## src/rtl/fetch_sequencer_pkg.sv

```systemverilog
// rtl/fetch_sequencer_pkg.sv - shared codes and types for the fetch/decode sequencer
//
// Purpose: bus source select codes, the sequencer state encoding, the
//          register/IO opcode value and a small one-hot helper.
// Ports:   none (package).

package fetch_sequencer_pkg;

  typedef logic [2:0] bus_sel_t;

  // Bus source codes; SEL_NONE leaves the shared bus undriven.
  localparam bus_sel_t SEL_NONE = 3'd0;
  localparam bus_sel_t SEL_AR   = 3'd1;
  localparam bus_sel_t SEL_PC   = 3'd2;
  localparam bus_sel_t SEL_DR   = 3'd3;
  localparam bus_sel_t SEL_AC   = 3'd4;
  localparam bus_sel_t SEL_IR   = 3'd5;
  localparam bus_sel_t SEL_TR   = 3'd6;
  localparam bus_sel_t SEL_MEM  = 3'd7;

  // Opcode 7 is the register-reference / IO class: ir[15] there is not an
  // indirect flag, so it never takes the T3 indirect cycle.
  localparam logic [2:0] OPC_REG_IO = 3'd7;

  typedef enum logic [2:0] {
    ST_IDLE = 3'd0,
    ST_T0   = 3'd1,
    ST_T1   = 3'd2,
    ST_T2   = 3'd3,
    ST_T3   = 3'd4,
    ST_EXEC = 3'd5
  } state_t;

  function automatic logic [7:0] onehot3(input logic [2:0] v);
    logic [7:0] r;
    r = 8'd0;
    r[v] = 1'b1;
    return r;
  endfunction

endpackage

```

## src/rtl/fetch_sequencer_if.sv

```systemverilog
// rtl/fetch_sequencer_if.sv - bus control and execute handshake bundle
//
// Purpose: groups the shared-bus select, destination load strobes and the
//          execute-unit req/done handshake driven by the sequencer.
// Ports (master = sequencer side):
//   bus_sel   out  bus source code, SEL_NONE when undriven
//   ld_ar     out  load AR from bus
//   ld_ir     out  load IR from bus
//   inr_pc    out  increment PC
//   mem_rd    out  memory read, meaningful with bus_sel = SEL_MEM
//   exec_req  out  execute phase active
//   exec_done in   execute unit finished the current instruction

interface fetch_sequencer_if;
  import fetch_sequencer_pkg::*;

  bus_sel_t bus_sel;
  logic     ld_ar;
  logic     ld_ir;
  logic     inr_pc;
  logic     mem_rd;
  logic     exec_req;
  logic     exec_done;

  modport master (
    output bus_sel,
    output ld_ar,
    output ld_ir,
    output inr_pc,
    output mem_rd,
    output exec_req,
    input  exec_done
  );

  modport slave (
    input  bus_sel,
    input  ld_ar,
    input  ld_ir,
    input  inr_pc,
    input  mem_rd,
    input  exec_req,
    output exec_done
  );

endinterface

```

## src/rtl/fetch_sequencer_opcode_decoder.sv

```systemverilog
// rtl/fetch_sequencer_opcode_decoder.sv - 3-to-8 one-hot opcode decoder
//
// Purpose: combinational decode of the IR opcode field to a one-hot vector.
// Ports:
//   opcode  in   3  ir[14:12]
//   onehot  out  8  bit n set when opcode == n

module opcode_decoder_3to8
  import fetch_sequencer_pkg::*;
(
  input  logic [2:0] opcode,
  output logic [7:0] onehot
);

  always_comb begin
    onehot = onehot3(opcode);
  end

endmodule

```

## src/rtl/fetch_sequencer.sv

```systemverilog
// rtl/fetch_sequencer.sv - fetch/decode/indirect timing sequencer with execute handoff
//
// Purpose: steps T0..T3 of the basic computer, drives the bus select and the
//          AR/IR/PC strobes, latches the opcode decode and hands off to the
//          execute unit. Owns timing counter SC and the run flip-flop S.
// Ports:
//   clk, rst   clock; synchronous active-high reset
//   start      pulse; sets S from IDLE
//   halt       pulse; stops after the current instruction
//   ir         current IR contents
//   bus        fetch_sequencer_if.master: bus_sel, strobes, exec_req/exec_done
//   d, i_bit   one-hot opcode and indirect bit, captured in T2
//   sc         timing counter
//   running    S flip-flop
//   fault      sticky execute timeout

module fetch_sequencer
  import fetch_sequencer_pkg::*;
#(
  parameter int SC_W     = 4,
  parameter int EXEC_MAX = 15
) (
  input  logic                clk,
  input  logic                rst,
  input  logic                start,
  input  logic                halt,
  input  logic [15:0]         ir,
  fetch_sequencer_if.master   bus,
  output logic [7:0]          d,
  output logic                i_bit,
  output logic [SC_W-1:0]     sc,
  output logic                running,
  output logic                fault
);

  localparam logic [SC_W-1:0] SC_ZERO = '0;
  localparam logic [SC_W-1:0] SC_ONE  = SC_W'(1);
  localparam logic [SC_W-1:0] SC_T1   = SC_W'(1);
  localparam logic [SC_W-1:0] SC_T2   = SC_W'(2);
  localparam logic [SC_W-1:0] SC_T3   = SC_W'(3);
  localparam logic [SC_W-1:0] SC_EX4  = SC_W'(4);
  localparam logic [SC_W-1:0] SC_MAX  = SC_W'(EXEC_MAX);

  state_t           state_q, state_d;
  logic [SC_W-1:0]  sc_d;
  logic             run_d;
  logic             halt_pend_q, halt_pend_d;
  logic             fault_d;
  logic             cap_decode;
  logic [7:0]       dec_onehot;
  logic             is_indirect;
  logic             halt_any;

  // AR picks up ir[11:0] straight off the bus in T2; the sequencer itself
  // only looks at the opcode and I bit.
  logic unused_ir_bits;
  assign unused_ir_bits = ^ir[11:0];

  opcode_decoder_3to8 u_dec (
    .opcode (ir[14:12]),
    .onehot (dec_onehot)
  );

  // Opcode 7 reuses ir[15] as a class bit, so only memory-reference
  // instructions with I=1 take the indirect cycle.
  assign is_indirect = ir[15] && (ir[14:12] != OPC_REG_IO);
  assign halt_any    = halt || halt_pend_q;

  always_ff @(posedge clk) begin
    if (rst) begin
      state_q     <= ST_IDLE;
      sc          <= SC_ZERO;
      running     <= 1'b0;
      halt_pend_q <= 1'b0;
      fault       <= 1'b0;
      d           <= 8'd0;
      i_bit       <= 1'b0;
    end else begin
      state_q     <= state_d;
      sc          <= sc_d;
      running     <= run_d;
      halt_pend_q <= halt_pend_d;
      fault       <= fault_d;
      if (cap_decode) begin
        d     <= dec_onehot;
        i_bit <= ir[15];
      end
    end
  end

  always_comb begin
    state_d     = state_q;
    sc_d        = sc;
    run_d       = running;
    fault_d     = fault;
    cap_decode  = 1'b0;
    halt_pend_d = halt_pend_q;
    // A halt anywhere in an instruction is remembered until S is dropped.
    if (halt && (state_q != ST_IDLE)) begin
      halt_pend_d = 1'b1;
    end

    case (state_q)
      ST_IDLE: begin
        halt_pend_d = 1'b0;
        // halt beats start when both arrive together
        if (start && !halt) begin
          run_d   = 1'b1;
          state_d = ST_T0;
          sc_d    = SC_ZERO;
        end
      end

      ST_T0: begin
        // Fetch boundary: S drops here, but the instruction just started
        // still runs to completion and then parks in IDLE.
        if (halt_any) begin
          run_d       = 1'b0;
          halt_pend_d = 1'b0;
        end
        state_d = ST_T1;
        sc_d    = SC_T1;
      end

      ST_T1: begin
        state_d = ST_T2;
        sc_d    = SC_T2;
      end

      ST_T2: begin
        cap_decode = 1'b1;
        state_d    = is_indirect ? ST_T3 : ST_EXEC;
        sc_d       = SC_T3;
      end

      ST_T3: begin
        state_d = ST_EXEC;
        sc_d    = SC_EX4;
      end

      ST_EXEC: begin
        if (bus.exec_done) begin
          sc_d = SC_ZERO;
          if (running && !halt_any) begin
            state_d = ST_T0;
          end else begin
            state_d     = ST_IDLE;
            run_d       = 1'b0;
            halt_pend_d = 1'b0;
          end
        end else if (sc == SC_MAX) begin
          // Execute unit never answered: park with sc frozen at the limit.
          fault_d     = 1'b1;
          run_d       = 1'b0;
          halt_pend_d = 1'b0;
          state_d     = ST_IDLE;
        end else begin
          sc_d = sc + SC_ONE;
        end
      end

      default: begin
        state_d     = ST_IDLE;
        sc_d        = SC_ZERO;
        run_d       = 1'b0;
        halt_pend_d = 1'b0;
      end
    endcase
  end

  // Moore strobes, decoded from the current state only.
  always_comb begin
    bus.bus_sel  = SEL_NONE;
    bus.ld_ar    = 1'b0;
    bus.ld_ir    = 1'b0;
    bus.inr_pc   = 1'b0;
    bus.mem_rd   = 1'b0;
    bus.exec_req = 1'b0;
    case (state_q)
      ST_T0: begin
        bus.bus_sel = SEL_PC;
        bus.ld_ar   = 1'b1;
      end
      ST_T1: begin
        bus.bus_sel = SEL_MEM;
        bus.mem_rd  = 1'b1;
        bus.ld_ir   = 1'b1;
        bus.inr_pc  = 1'b1;
      end
      ST_T2: begin
        bus.bus_sel = SEL_IR;
        bus.ld_ar   = 1'b1;
      end
      ST_T3: begin
        bus.bus_sel = SEL_MEM;
        bus.mem_rd  = 1'b1;
        bus.ld_ar   = 1'b1;
      end
      ST_EXEC: begin
        bus.exec_req = 1'b1;
      end
      default: begin
        bus.bus_sel = SEL_NONE;
      end
    endcase
  end

endmodule

```

## src/flat_wrapper.sv

```systemverilog
// flat-port wrapper written by rule: the top's interface ports become plain ports
module fetch_sequencer_flat import fetch_sequencer_pkg::*;
#(
  parameter int SC_W     = 4,
  parameter int EXEC_MAX = 15
)
  (clk, rst, start, halt, ir, d, i_bit, sc, running, fault, bus_bus_sel, bus_ld_ar, bus_ld_ir, bus_inr_pc, bus_mem_rd, bus_exec_req, bus_exec_done);
  fetch_sequencer_if bus_i ();
  input  logic clk;
  input  logic rst;
  input  logic start;
  input  logic halt;
  input  logic [15:0] ir;
  output logic [7:0] d;
  output logic i_bit;
  output logic [SC_W-1:0] sc;
  output logic running;
  output logic fault;
  output wire logic [$bits(bus_i.bus_sel)-1:0] bus_bus_sel;
  output wire logic [$bits(bus_i.ld_ar)-1:0] bus_ld_ar;
  output wire logic [$bits(bus_i.ld_ir)-1:0] bus_ld_ir;
  output wire logic [$bits(bus_i.inr_pc)-1:0] bus_inr_pc;
  output wire logic [$bits(bus_i.mem_rd)-1:0] bus_mem_rd;
  output wire logic [$bits(bus_i.exec_req)-1:0] bus_exec_req;
  input wire logic [$bits(bus_i.exec_done)-1:0] bus_exec_done;
  assign bus_bus_sel = bus_i.bus_sel;
  assign bus_ld_ar = bus_i.ld_ar;
  assign bus_ld_ir = bus_i.ld_ir;
  assign bus_inr_pc = bus_i.inr_pc;
  assign bus_mem_rd = bus_i.mem_rd;
  assign bus_exec_req = bus_i.exec_req;
  assign bus_i.exec_done = bus_exec_done;
  fetch_sequencer #(.SC_W(SC_W), .EXEC_MAX(EXEC_MAX)) u_core (.clk(clk), .rst(rst), .start(start), .halt(halt), .ir(ir), .bus(bus_i), .d(d), .i_bit(i_bit), .sc(sc), .running(running), .fault(fault));
endmodule
```

## config.mk

```make
export PLATFORM = sky130hd
export DESIGN_NAME = fetch_sequencer_flat
export DESIGN_NICKNAME = d
export VERILOG_FILES = /design/src/rtl/fetch_sequencer_pkg.sv /design/src/rtl/fetch_sequencer_if.sv /design/src/rtl/fetch_sequencer_opcode_decoder.sv /design/src/rtl/fetch_sequencer.sv /design/src/flat_wrapper.sv
export SDC_FILE = /design/constraint.sdc
export NUM_CORES = 1
export LEC_CHECK = 0
export BUFFER_PORTS_ARGS = -buffer_cell sky130_fd_sc_hd__buf_2
export CORE_MARGIN = 2
export CORE_UTILIZATION = 30
export DETAILED_ROUTE_END_ITERATION = 10
export PLACE_DENSITY_LB_ADDON = 0.15
export SYNTH_ARGS = -nofsm -noshare
export SYNTH_HDL_FRONTEND = slang
export SYNTH_SLANG_ARGS = --single-unit
```

## constraint.sdc

```tcl
create_clock -name clk -period 1.4 [get_ports clk]
set_input_delay 0.14 -clock clk [delete_from_list [all_inputs] [get_ports clk]]
set_output_delay 0.14 -clock clk [all_outputs]
set_load 0.01 [all_outputs]
```

# After elaboration in Yosys (flattened, before gate mapping)
# Index checks and enable logic that the tools add are counted.
[word_totals]
reg_bits = 19
in_bits = 21
out_inout_bits = 23
wordCells = 71
[classes]
addsub = 1
order_cmp = 2
n_eq_ne = 12
mux = 30
bitwise_logic = 2
n_reduce_logical = 17
[op_table]
columns = ["cell", "count"]
rows = [
  ["$pmux 4 s6", 1],
  ["$mux 1", 18],
  ["$pmux 3 s6", 1],
  ["$mux 4", 3],
  ["$mux 3", 3],
  ["$ne 3x3->1 const B", 3],
  ["$pmux 3 s3", 1],
  ["$eq 3x2->1 const B", 2],
  ["$eq 3x3->1 const B", 2],
  ["$reduce_or 3->1", 2],
  ["$logic_and 1x1->1", 5],
  ["$reduce_and 5->1", 1],
  ["$add 4x1->4 const B", 1],
  ["$eq 4x4->1 const B", 1],
  ["$lt 3x4->1 const B", 1],
  ["$ne 2x1->1 const B", 2],
  ["$pmux 1 s4", 1],
  ["$reduce_and 2->1", 2],
  ["$demux 1 s3", 1],
  ["$eq 3x1->1 const B", 1],
  ["$ge 3x1->1 const B", 1],
  ["$logic_not 3->1", 1],
  ["$ne 3x2->1 const B", 1],
  ["$pmux 1 s3", 1],
  ["other kinds (6)", 8],
]

# Longest topological paths before layout
# Gate-level depths: netlist of run 1.
[depth]
word_depth = 6
depth_mapped = 5
mapped_depth_nobuf = 5

# Modules after synthesis
# Synthesis of run 1 repeated with hierarchy kept, for this count alone.
[unflattened]
hier_cells = 115
hier_area_um2 = 1002.2
[by_module_without_submodules]
columns = ["mod", "instances", "cells_each", "area_each_um2", "seq_area_each_um2"]
rows = [
  ["fetch_sequencer", 1, 107, 937.1, 380.4],
  ["opcode_decoder_3to8", 1, 8, 65.1, 0.0],
]

# Least setup slack after synthesis of run 1
# OpenSTA, ideal clock, no wires.
[synth_path]
kind = "flip-flop to flip-flop"
start = "register u_core.sc[0]"
end = "register u_core.sc[0]"
setup_time_ps = 129
arrival_ps = 1191
required_ps = 1271
slack_ps = 80
stages_incl_launch_ff = 6
n_path_buf = 0
synth_period_minus_slack_ps = 1320
path_cell_list = "dfxtp_1 > ha_1 > nand3_1 > o22ai_2 > mux2i_1 > nor2_1"
[synth_via]
elab_chain_cells = 4
elab_cells_between_ends = 7
cone_classes = "add/sub: 1; eq/ne: 2; mux: 3; reduce/logical: 1"
[synth_lines]
columns = ["element", "line_no", "text"]
rows = [
  ["from (decl)", "fetch_sequencer.sv:31", "output logic [SC_W-1:0] sc,"],
  ["from (signal assigned)", "fetch_sequencer.sv:72", "sc <= SC_ZERO;"],
  ["from (signal assigned)", "fetch_sequencer.sv:80", "sc <= sc_d;"],
  ["$add 4x1->4", "fetch_sequencer.sv:158", "sc_d = sc + SC_ONE;"],
  ["$mux 4", "fetch_sequencer.sv:151", "end else if (sc == SC_MAX) begin"],
  ["$mux 4", "fetch_sequencer.sv:142", "if (bus.exec_done) begin"],
  ["$pmux 4 s6", "fetch_sequencer.sv:103", "case (state_q)"],
]
# Several ways; a longest one is shown, not always the timed one. The select of a mux whose other input is x is not followed.
# A chain may end at the register's enable or synchronous reset.

# Final worst setup path of run 1
[layout_path]
start = "register u_core.state_q[1]"
end = "register u_core.sc[0]"
[layout_via]
elab_chain_cells = 3
elab_cells_between_ends = 10
cone_classes = "eq/ne: 7; mux: 1; reduce/logical: 2"
[layout_lines]
columns = ["element", "line_no", "text"]
rows = [
  ["from (decl)", "fetch_sequencer.sv:44", "state_t state_q, state_d;"],
  ["from (signal assigned)", "fetch_sequencer.sv:79", "state_q <= state_d;"],
  ["$eq 3x3->1 or $logic_not 3->1 (tied branches)", "fetch_sequencer.sv:103", ""],
  ["$ne 3x3->1 (no line) or $ne 2x1->1 (tied branches)", "--", ""],
  ["$reduce_and 2->1 (no line)", "--", ""],
]
# Several ways; a longest one is shown, not always the timed one.

==> results_dict.tcl, run 1 <==
set metrics [dict create \
    worst_slew_pin_slew_ns 0.417 \
    io_pins 44 \
    die_w_microns 60.6 \
    utilization 0.475 \
    die_h_microns 60.6 \
    r2r_start "u_core.state_q[1]" \
    maxCapViolCount 0 \
    routed_wl_mm 2.63 \
    numPortBuffers 31 \
    clock-root-buffer "clkbuf_4" \
    hold_end "u_core.i_bit" \
    vias 1029 \
    clock_power_share 0.210 \
    syn_area_per_cell_sq_um 8.27 \
    power.net_switching_uw 443 \
    hold_depth 3 \
    worstPathCellList "buf_4 -> or3_1 -> o22ai_2 -> mux2i_1 -> nor2_1" \
    r2r_cells 5 \
    min_from "ir[15]" \
    track_usage 0.153 \
    areaGrowthSynthToFinish_pct 51.2 \
    finalCriticalPeriod_ns 1.47 \
    post-place-ws_ns 0.0509 \
    synth-edff-count 0 \
    final_max_slew_viol_count 0 \
    ir_worst_vdd_v 0.000417 \
    critPathBufInv 1 \
    r2r-end "u_core.sc[0]" \
    synthArstFlopShare 0 \
    pwr-share-comb 0.356 \
    grt_max_degree 20 \
    power_density_nw_per_um2 939 \
    h-tree-depth 1 \
    fin_area_sq_um 1450 \
    drt-initial-drc-count 23 \
    cp_slowest_cell "dfxtp_4" \
    final_cell_count_no_fill 212 \
    cts_buffers 3 \
    syn_nets 138 \
    seq_power_share 0.435 \
    ctsHoldBuffers 0 \
    gp_congestion 0.816 \
    synthCells 116 \
    grt_pass1_wl_mm 4.22 \
    intPower_uw 919 \
    end_kind "register" \
    vias_per_cell 4.85 \
    path_max_fanout 6 \
    antenna-diode-count 0 \
    placed_area_sq_um 1240 \
    die_area_sq_um 3670 \
    slew_headroom 0.722 \
    fin_nets 191 \
    coreArea_sq_um 3050 \
    rows 20 \
    finalSetupTns_ns -0.181 \
    period_share 1.05 \
    setup_violations 5 \
    status "complete, but fails checks" \
    cp.required_ns 1.58 \
    crit_type "register to register" \
    slowest_delay_ns 0.37 \
    synth_flop_cell "dfxtp_1" \
    clk_pin_slew_ns 0.12 \
    r2r_slack_ns -0.07 \
    grt_overflow 0 \
    rsz0062_at_grt "yes" \
    min_path_type "input port to register" \
    seq_area_frac_synth 0.396 \
    clock_sink_count 19 \
    insertion_delay_ns 0.31 \
    synth_top_area_frac 0.396 \
    yosysTopAreaCell "dfxtp_1" \
    sw_frac_of_total 0.325 \
    drc 0 \
    worstPathArrival_ns 1.65 \
    synth.area.top_cells "dfxtp_1 40%, a21oi_1 6.8%, nand2_1 5.5%" \
    synth.distinct_cells 40 \
    antenna_left 0 \
    violations "setup timing" \
    synth_warnings 0 \
    clockBufferDepth 2 \
    grt_pass1_vias 966 \
    p_leak_nw 0.634 \
    grt_antenna_before_repair 0 \
    cp_top_family "simple AND/OR/NAND/NOR gates" \
    synth_seq_cells 19 \
    wire_per_inst_microns 12.4 \
    cts_tree "yes" \
    fmax_ghz 0.682 \
    nFillCells 322 \
    cp-start-kind "register" \
    hold_viol 0 \
    fin_worst_skew_ns 0.0130 \
    drive_gt1_frac 0.482 \
    post-dp-hpwl_mm 1.74 \
    initial_utilization 0.314 \
    timing.final.ws_setup_ns -0.0671 \
    dr.pass1.iters 6 \
    place_inst 198 \
    synth.cell_area_sq_um 960 \
]
==> flip-flops by register name (all words and copies together) (netlist names) <==
signal              count
u_core.state_q          3
u_core.running          1
u_core.d                8
u_core.i_bit            1
u_core.fault            1
u_core.halt_pend_q      1
u_core.sc               4
==> how the worst max path moves through the flow <==
stage / from / to / slack [ns] / depth (start not counted)
floorplan: u_core.sc[0] / u_core.sc[0] / 0.08 / 5
global placement: u_core.state_q[2] / u_core.state_q[0] / 0.06 / 4
detailed placement: u_core.state_q[2] / u_core.sc[0] / 0.05 / 4
CTS: u_core.state_q[2] / bus_mem_rd / -0.05 / 5
global route: u_core.state_q[2] / bus_mem_rd / -0.14 / 5
finish: u_core.state_q[1] / u_core.sc[0] / -0.07 / 5
==> power by group through the flow <==
stage	Clock (mW)	Combinational [mW]	Sequential, mW
floorplan	0	0.212	0.602
global placement	0	0.324	0.603
detailed placement	0	0.326	0.605
CTS	0.310	0.419	0.590
global route	0.333	0.526	0.595
finish	0.286	0.485	0.592
==> layout by cell type (no fill, tap or decap), types with 3 or more instances in the layout <==
cell type and instances:
buf_6 5, buf_4 22, buf_2 29, nor2_1 10
nand2_4 3, nand4b_1 3, nor2_2 3, dfxtp_1 16
a21oi_1 13, clkbuf_4 3, dfxtp_4 3, nand3_1 4
nand2_1 11
==> worst register-to-register path, cell delays in order, from the launching register on <==
cell and delay (ns):
dfxtp_4 0.37, buf_4 0.16, or3_1 0.36, o22ai_2 0.18, mux2i_1 0.21, nor2_1 0.05
==> per-stage QoR <==
stage | power [mW] | hold slack (ns)
global route | 1.45 | 0.0699
CTS | 1.32 | 0.0559
floorplan | 0.813 | 0.276
finish | 1.36 | 0.0712
global placement | 0.927 | 0.399
detailed placement | 0.931 | 0.409
==> cells by family after synthesis <==
family	after synthesis	synth area share
flops	19	0.396
fa+ha+maj	1	0.0130
simple gates	54	0.309
buf+inv	10	0.0561
mux	1	0.0104
compound gates	31	0.215
==> metal layers <==
metal | vias up | part of all wire | GRT usage
li1 | 523 | - | -
met1 | 486 | 0.45 | 0.182
met4 | 0 | 0.0080 | 0.0466
met3 | 2 | 0.035 | 0.0405
met2 | 18 | 0.51 | 0.267
met5 | - | 0 | 0
==> timing repair <==
item / CTS / global route
hold endpoints to repair: 0 / 0
endpoints found under the setup margin: 8 / 15
buffers inserted: 10 / 1
pin swaps: 4 / 6
resized for setup: 16 / 16
==> synth_stat cells (2+ instances only) <==
library cell	n
nand3_1	4
nand2_1	14
buf_4	4
clkbuf_1	3
o21ai_0	4
dfxtp_1	19
a31oi_1	2
inv_1	2
nor3b_1	2
a21oi_1	13
a211oi_1	2
nor2_1	14
or3_1	2
nor2b_1	3
nand4b_1	3
==> layout make-up <==
type | instances | area (sq um) | share of cell area
Clock buffer | 3 | 22.5 | 0.0155
Tap cell | 44 | 55.1 | 0.0379
Sequential cell | 19 | 392 | 0.270
Timing Repair Buffer | 56 | 367 | 0.253
Inverter | 2 | 7.51 | 0.00517
Multi-Input combinational cell | 87 | 603 | 0.416
Clock inverter | 1 | 5.00 | 0.00345
Power figures use the tool's default switching activity.
==> run 2, diff against run 1 <==
--- a/config.mk
+++ b/config.mk
@@ -8,6 +8,7 @@
 export BUFFER_PORTS_ARGS = -buffer_cell sky130_fd_sc_hd__buf_2
 export CORE_MARGIN = 2
 export CORE_UTILIZATION = 30
+export CTS_CLUSTER_DIAMETER = 60
 export DETAILED_ROUTE_END_ITERATION = 10
 export PLACE_DENSITY_LB_ADDON = 0.15
 export SYNTH_ARGS = -nofsm -noshare
==> constraint.sdc (replaced) <==
create_clock -name clk -period 1.4 [get_ports clk]
set_input_delay 0.14 -clock clk [delete_from_list [all_inputs] [get_ports clk]]
set_output_delay 0.14 -clock clk [all_outputs]
set_load 0.02 [all_outputs]
==> results_dict.tcl, run 2 (synthesized netlist as in run 1, its figures left out) <==
set metrics [dict create \
    status "complete, but fails checks" \
    violations "setup timing" \
    coreArea_sq_um 3050 \
    vias 1010 \
    cp_top_family "flip-flops" \
    clockBufferDepth 2 \
    ir_worst_vdd_v 0.000473 \
    critPathBufInv 2 \
    hold_end "u_core.i_bit" \
    wire_per_inst_microns 12.6 \
    min_from "ir[15]" \
    die_w_microns 60.6 \
    slew_headroom 0.662 \
    cpMostUsedCell "buf_6" \
    power_density_nw_per_um2 950 \
    die_h_microns 60.6 \
    grt_overflow 0 \
    io_pins 44 \
    clk_pin_slew_ns 0.12 \
    setup_violations 3 \
    gp_congestion 0.769 \
    cp.required_ns 1.26 \
    clock-root-buffer "clkbuf_4" \
    rows 20 \
    cts_buffers 3 \
    worst_slew_pin_slew_ns 0.507 \
    regMostFlops "u_core.d" \
    post-place-ws_ns 0.00584 \
    dr.pass1.iters 3 \
    fin_nets 189 \
    clock_sink_count 19 \
    worstPathArrival_ns 1.31 \
    path_max_fanout 5 \
    cp-start-kind "register" \
    period_share 1.03 \
    cts_tree "yes" \
    areaGrowthSynthToFinish_pct 57.6 \
    drt-initial-drc-count 37 \
    min_path_type "input port to register" \
    multi_input_area_sq_um 646 \
    track_usage 0.157 \
    regArea_sq_um 397 \
    nFillCells 311 \
    timing.final.ws_setup_ns -0.0484 \
    r2r-end "u_core.sc[0]" \
    end_kind "output port" \
    total_power_mw 1.44 \
    maxCapViolCount 0 \
    rsz0062_at_grt "yes" \
    vias_per_cell 4.81 \
    finalSetupTns_ns -0.117 \
    h-tree-depth 1 \
    cp_slowest_cell "dfxtp_4" \
    die_area_sq_um 3670 \
    p_leak_nw 0.655 \
    finalCriticalPeriod_ns 1.45 \
    post-dp-hpwl_mm 1.81 \
    r2r_cells 5 \
    fmax_ghz 0.690 \
    worstPathCellList "buf_6 -> nor2b_4 -> o21bai_1 -> nand2_1 -> buf_6" \
    largest_reg_flops 8 \
    numPortBuffers 31 \
    slowest_delay_ns 0.37 \
    grt_antenna_before_repair 0 \
    mostFrequentLayoutCells "23 x buf_2, 23 x buf_4, 14 x dfxtp_1, 12 x nand2_1, 12 x a21oi_1" \
    fin_worst_skew_ns 0.00931 \
    reg.largest.list "u_core.d x8, u_core.sc x4, u_core.state_q x3" \
    antenna_left 0 \
    crit_type "register to output port" \
    grt_pass1_wl_mm 4.35 \
    hold_depth 3 \
    hold_viol 0 \
    grt_pass1_vias 933 \
    placed_area_sq_um 1240 \
    drive_gt1_frac 0.524 \
    final_max_slew_viol_count 0 \
    antenna-diode-count 0 \
    routed_wl_mm 2.64 \
    grt_max_degree 20 \
    r2r_start "u_core.state_q[1]" \
    initial_utilization 0.314 \
    fin_area_sq_um 1510 \
    drc 0 \
    insertion_delay_ns 0.30 \
    r2r_slack_ns 0.01 \
]
==> run 2: changes by cell type in the layout (fill, tap and decap cells not counted), sizes merged <==
cell	previous run	this run
buf	56	54
==> run 2: worst max path at each step <==
stage,start,endpoint,cells past startpoint
3_3_place_gp,u_core.state_q[0],u_core.halt_pend_q,3
5_1_grt,u_core.state_q[1],bus_bus_sel[1],5
2_1_floorplan,u_core.state_q[2],bus_bus_sel[2],5
3_5_place_dp,u_core.state_q[0],u_core.halt_pend_q,3
4_1_cts,u_core.state_q[1],bus_bus_sel[1],5
6_report,u_core.state_q[1],bus_bus_sel[1],5
==> run 2: worst reg2reg max path, cell delays in order, from the launching register on <==
cell	delay [ns]
dfxtp_4	0.37
buf_6	0.13
or3_4	0.36
o22ai_4	0.15
mux2i_1	0.21
nor2_1	0.05
==> run 2: repair_timing <==
| item | CTS | global route |
|---|---|---|
| resized for setup | 25 | 22 |
| pin swaps | 4 | 6 |
| endpoints found under the setup margin | 15 | 17 |
| gates cloned | 0 | 0 |
| hold buffers | 0 | 0 |
| setup buffers | 5 | 4 |
==> run 2: layout make-up <==
| cell class | count | area share |
|---|---|---|
| multi-input cells | 87 | 0.427 |
| clock buffers | 3 | 0.0149 |
| clock inverters | 1 | 0.00331 |
| repair buffers | 54 | 0.250 |
| flip-flops and latches | 19 | 0.262 |
| inverters | 2 | 0.00662 |
| well taps | 44 | 0.0364 |
==> run 2: report_power, final <==
group / leakage (nW) / internal [mW] / switching [mW] / total (mW)
combinational: 0.480 / 0.278 / 0.276 / 0.554
clock: 0.0177 / 0.106 / 0.178 / 0.285
sequential: 0.157 / 0.568 / 0.0303 / 0.598
==> run 2: through the flow <==
step	utilization	hold slack, ns	cells
floorplan	-	0.276	116
global placement	0.405	0.401	197
detailed placement	0.405	0.407	197
CTS	0.447	0.0660	206
global route	0.495	0.0770	210
finish	0.495	0.0782	210
==> run 2: metal layers <==
| metal | up-vias | global-route usage | share of wire |
|---|---|---|---|
| met4 | 0 | 0.0466 | 0.0057 |
| li1 | 517 | - | - |
| met3 | 2 | 0.0192 | 0.026 |
| met2 | 17 | 0.252 | 0.51 |
| met5 | - | 0 | 0 |
| met1 | 474 | 0.222 | 0.46 |
==> run 3, diff against run 2 <==
==> constraint.sdc (replaced) <==
create_clock -name clk -period 1.4 [get_ports clk]
set_input_delay 0.14 -clock clk [delete_from_list [all_inputs] [get_ports clk]]
set_output_delay 0.14 -clock clk [all_outputs]
set_load 0.005 [all_outputs]
==> results_dict.tcl, run 3 (synthesized netlist as in run 1, its figures left out) <==
set metrics [dict create \
    vias 1020 \
    track_usage 0.153 \
    grt_max_degree 20 \
    coreArea_sq_um 3050 \
    cp.required_ns 1.59 \
    vias_per_cell 4.81 \
    place_inst 198 \
    numPortBuffers 31 \
    post-place-ws_ns 0.0509 \
    drt-initial-drc-count 24 \
    io_pins 44 \
    die_h_microns 60.6 \
    fin_nets 191 \
    crit_type "register to register" \
    largest_reg_flops 8 \
    cts_tree "yes" \
    antenna_left 0 \
    die_area_sq_um 3670 \
    dr.pass1.iters 6 \
    wire_per_inst_microns 12.3 \
    worst_slew_pin_slew_ns 0.424 \
    drive_gt1_frac 0.476 \
    clock_sink_count 19 \
    path_max_fanout 6 \
    power_density_nw_per_um2 931 \
    status "complete, but fails checks" \
    maxCapViolCount 0 \
    rows 20 \
    final_common_cell "buf_2" \
    regMostFlops "u_core.d" \
    rsz0062_at_grt "yes" \
    drc 0 \
    grt_pass1_vias 966 \
    routed_wl_mm 2.60 \
    worstPathArrival_ns 1.64 \
    fmax_ghz 0.686 \
    clk_pin_slew_ns 0.12 \
    final_max_slew_viol_count 0 \
    grt_antenna_before_repair 0 \
    finalCriticalPeriod_ns 1.46 \
    reg.largest.list "u_core.d x8, u_core.sc x4, u_core.state_q x3" \
    finalSetupTns_ns -0.108 \
    clock-root-buffer "clkbuf_4" \
    hold_viol 0 \
    cts_buffers 3 \
    initial_utilization 0.314 \
    timing.final.ws_setup_ns -0.0578 \
    grt_overflow 0 \
    areaGrowthSynthToFinish_pct 48.1 \
    min_path_type "input port to register" \
    final_cell_count_no_fill 212 \
    post-dp-hpwl_mm 1.74 \
    fin_worst_skew_ns 0.0164 \
    die_w_microns 60.6 \
    period_share 1.04 \
    antenna-diode-count 0 \
    setup_violations 3 \
    ctsHoldBuffers 0 \
    mostFrequentLayoutCells "31 x buf_2, 22 x buf_4, 16 x dfxtp_1, 13 x a21oi_1, 11 x nand2_1" \
    grt_pass1_wl_mm 4.22 \
    p_leak_nw 0.629 \
    gp_congestion 0.816 \
    cp-start-kind "register" \
    insertion_delay_ns 0.31 \
    slew_headroom 0.717 \
    end_kind "register" \
    r2r_slack_ns -0.06 \
    h-tree-depth 1 \
    ir_worst_vdd_v 0.000414 \
    violations "setup timing" \
    clockBufferDepth 2 \
]
==> run 3: changes by cell type in the layout (fill, tap and decap cells not counted), moves of 2 or more <==
cell     before  now
buf_6         8    3
o21ai_1       0    2
buf_2        23   31
o21ai_0       4    2
dfxtp_1      14   16
==> run 3: repair_timing <==
| action | in CTS | in global routing |
|---|---|---|
| pin swaps | 4 | 5 |
| setup endpoints to repair | 8 | 15 |
| buffers inserted | 10 | 1 |
| gates resized for setup | 15 | 12 |
| hold endpoints to repair | 0 | 0 |
==> run 3: where the power goes <==
part           total, mW  switching, mW  internal (mW)
clock network      0.290          0.183          0.107
registers          0.591         0.0245          0.567
logic              0.441          0.213          0.228
total               1.32          0.421          0.902
==> run 3: final timing paths <==
kind	startpoint	end	cells after the start
max	u_core.state_q[1]	u_core.sc[0]	5
min	ir[15]	u_core.i_bit	3
max reg2reg	u_core.state_q[1]	u_core.sc[0]	5
min reg2reg	u_core.d[1]	u_core.d[1]	2
==> run 3: layer usage <==
layer	share of wire	routed length, microns	global-route usage
met5	0	0	0
met4	0.012	31	0.0466
met3	0.031	81	0.0405
met2	0.50	1300	0.267
met1	0.46	1180	0.182
==> run 3: worst max-delay path: stages (launching register included) <==
cell	delay, ns
dfxtp_4	0.37
buf_4	0.15
or3_1	0.36
o22ai_2	0.18
mux2i_1	0.21
nor2_1	0.05
==> run 3: stage by stage <==
step / utilization / total power, mW / instance area [sq um] / hold WS [ns]
after floorplan: - / 0.794 / 960 / 0.276
final: 0.466 / 1.32 / 1420 / 0.0659
after global routing: 0.466 / 1.41 / 1420 / 0.0699
after global placement: 0.405 / 0.908 / 1240 / 0.399
after detailed placement: 0.405 / 0.912 / 1240 / 0.409
after CTS: 0.451 / 1.30 / 1380 / 0.0559
==> run 3: area by class of cell <==
class | instances | area [sq um]
Sequential cell | 19 | 392
Timing Repair Buffer | 56 | 354
Multi-Input combinational cell | 87 | 586
Inverter | 2 | 7.51
Tap cell | 44 | 55.1
Clock inverter | 1 | 5.00
Clock buffer | 3 | 22.5
Fill cell | 323 | 1630
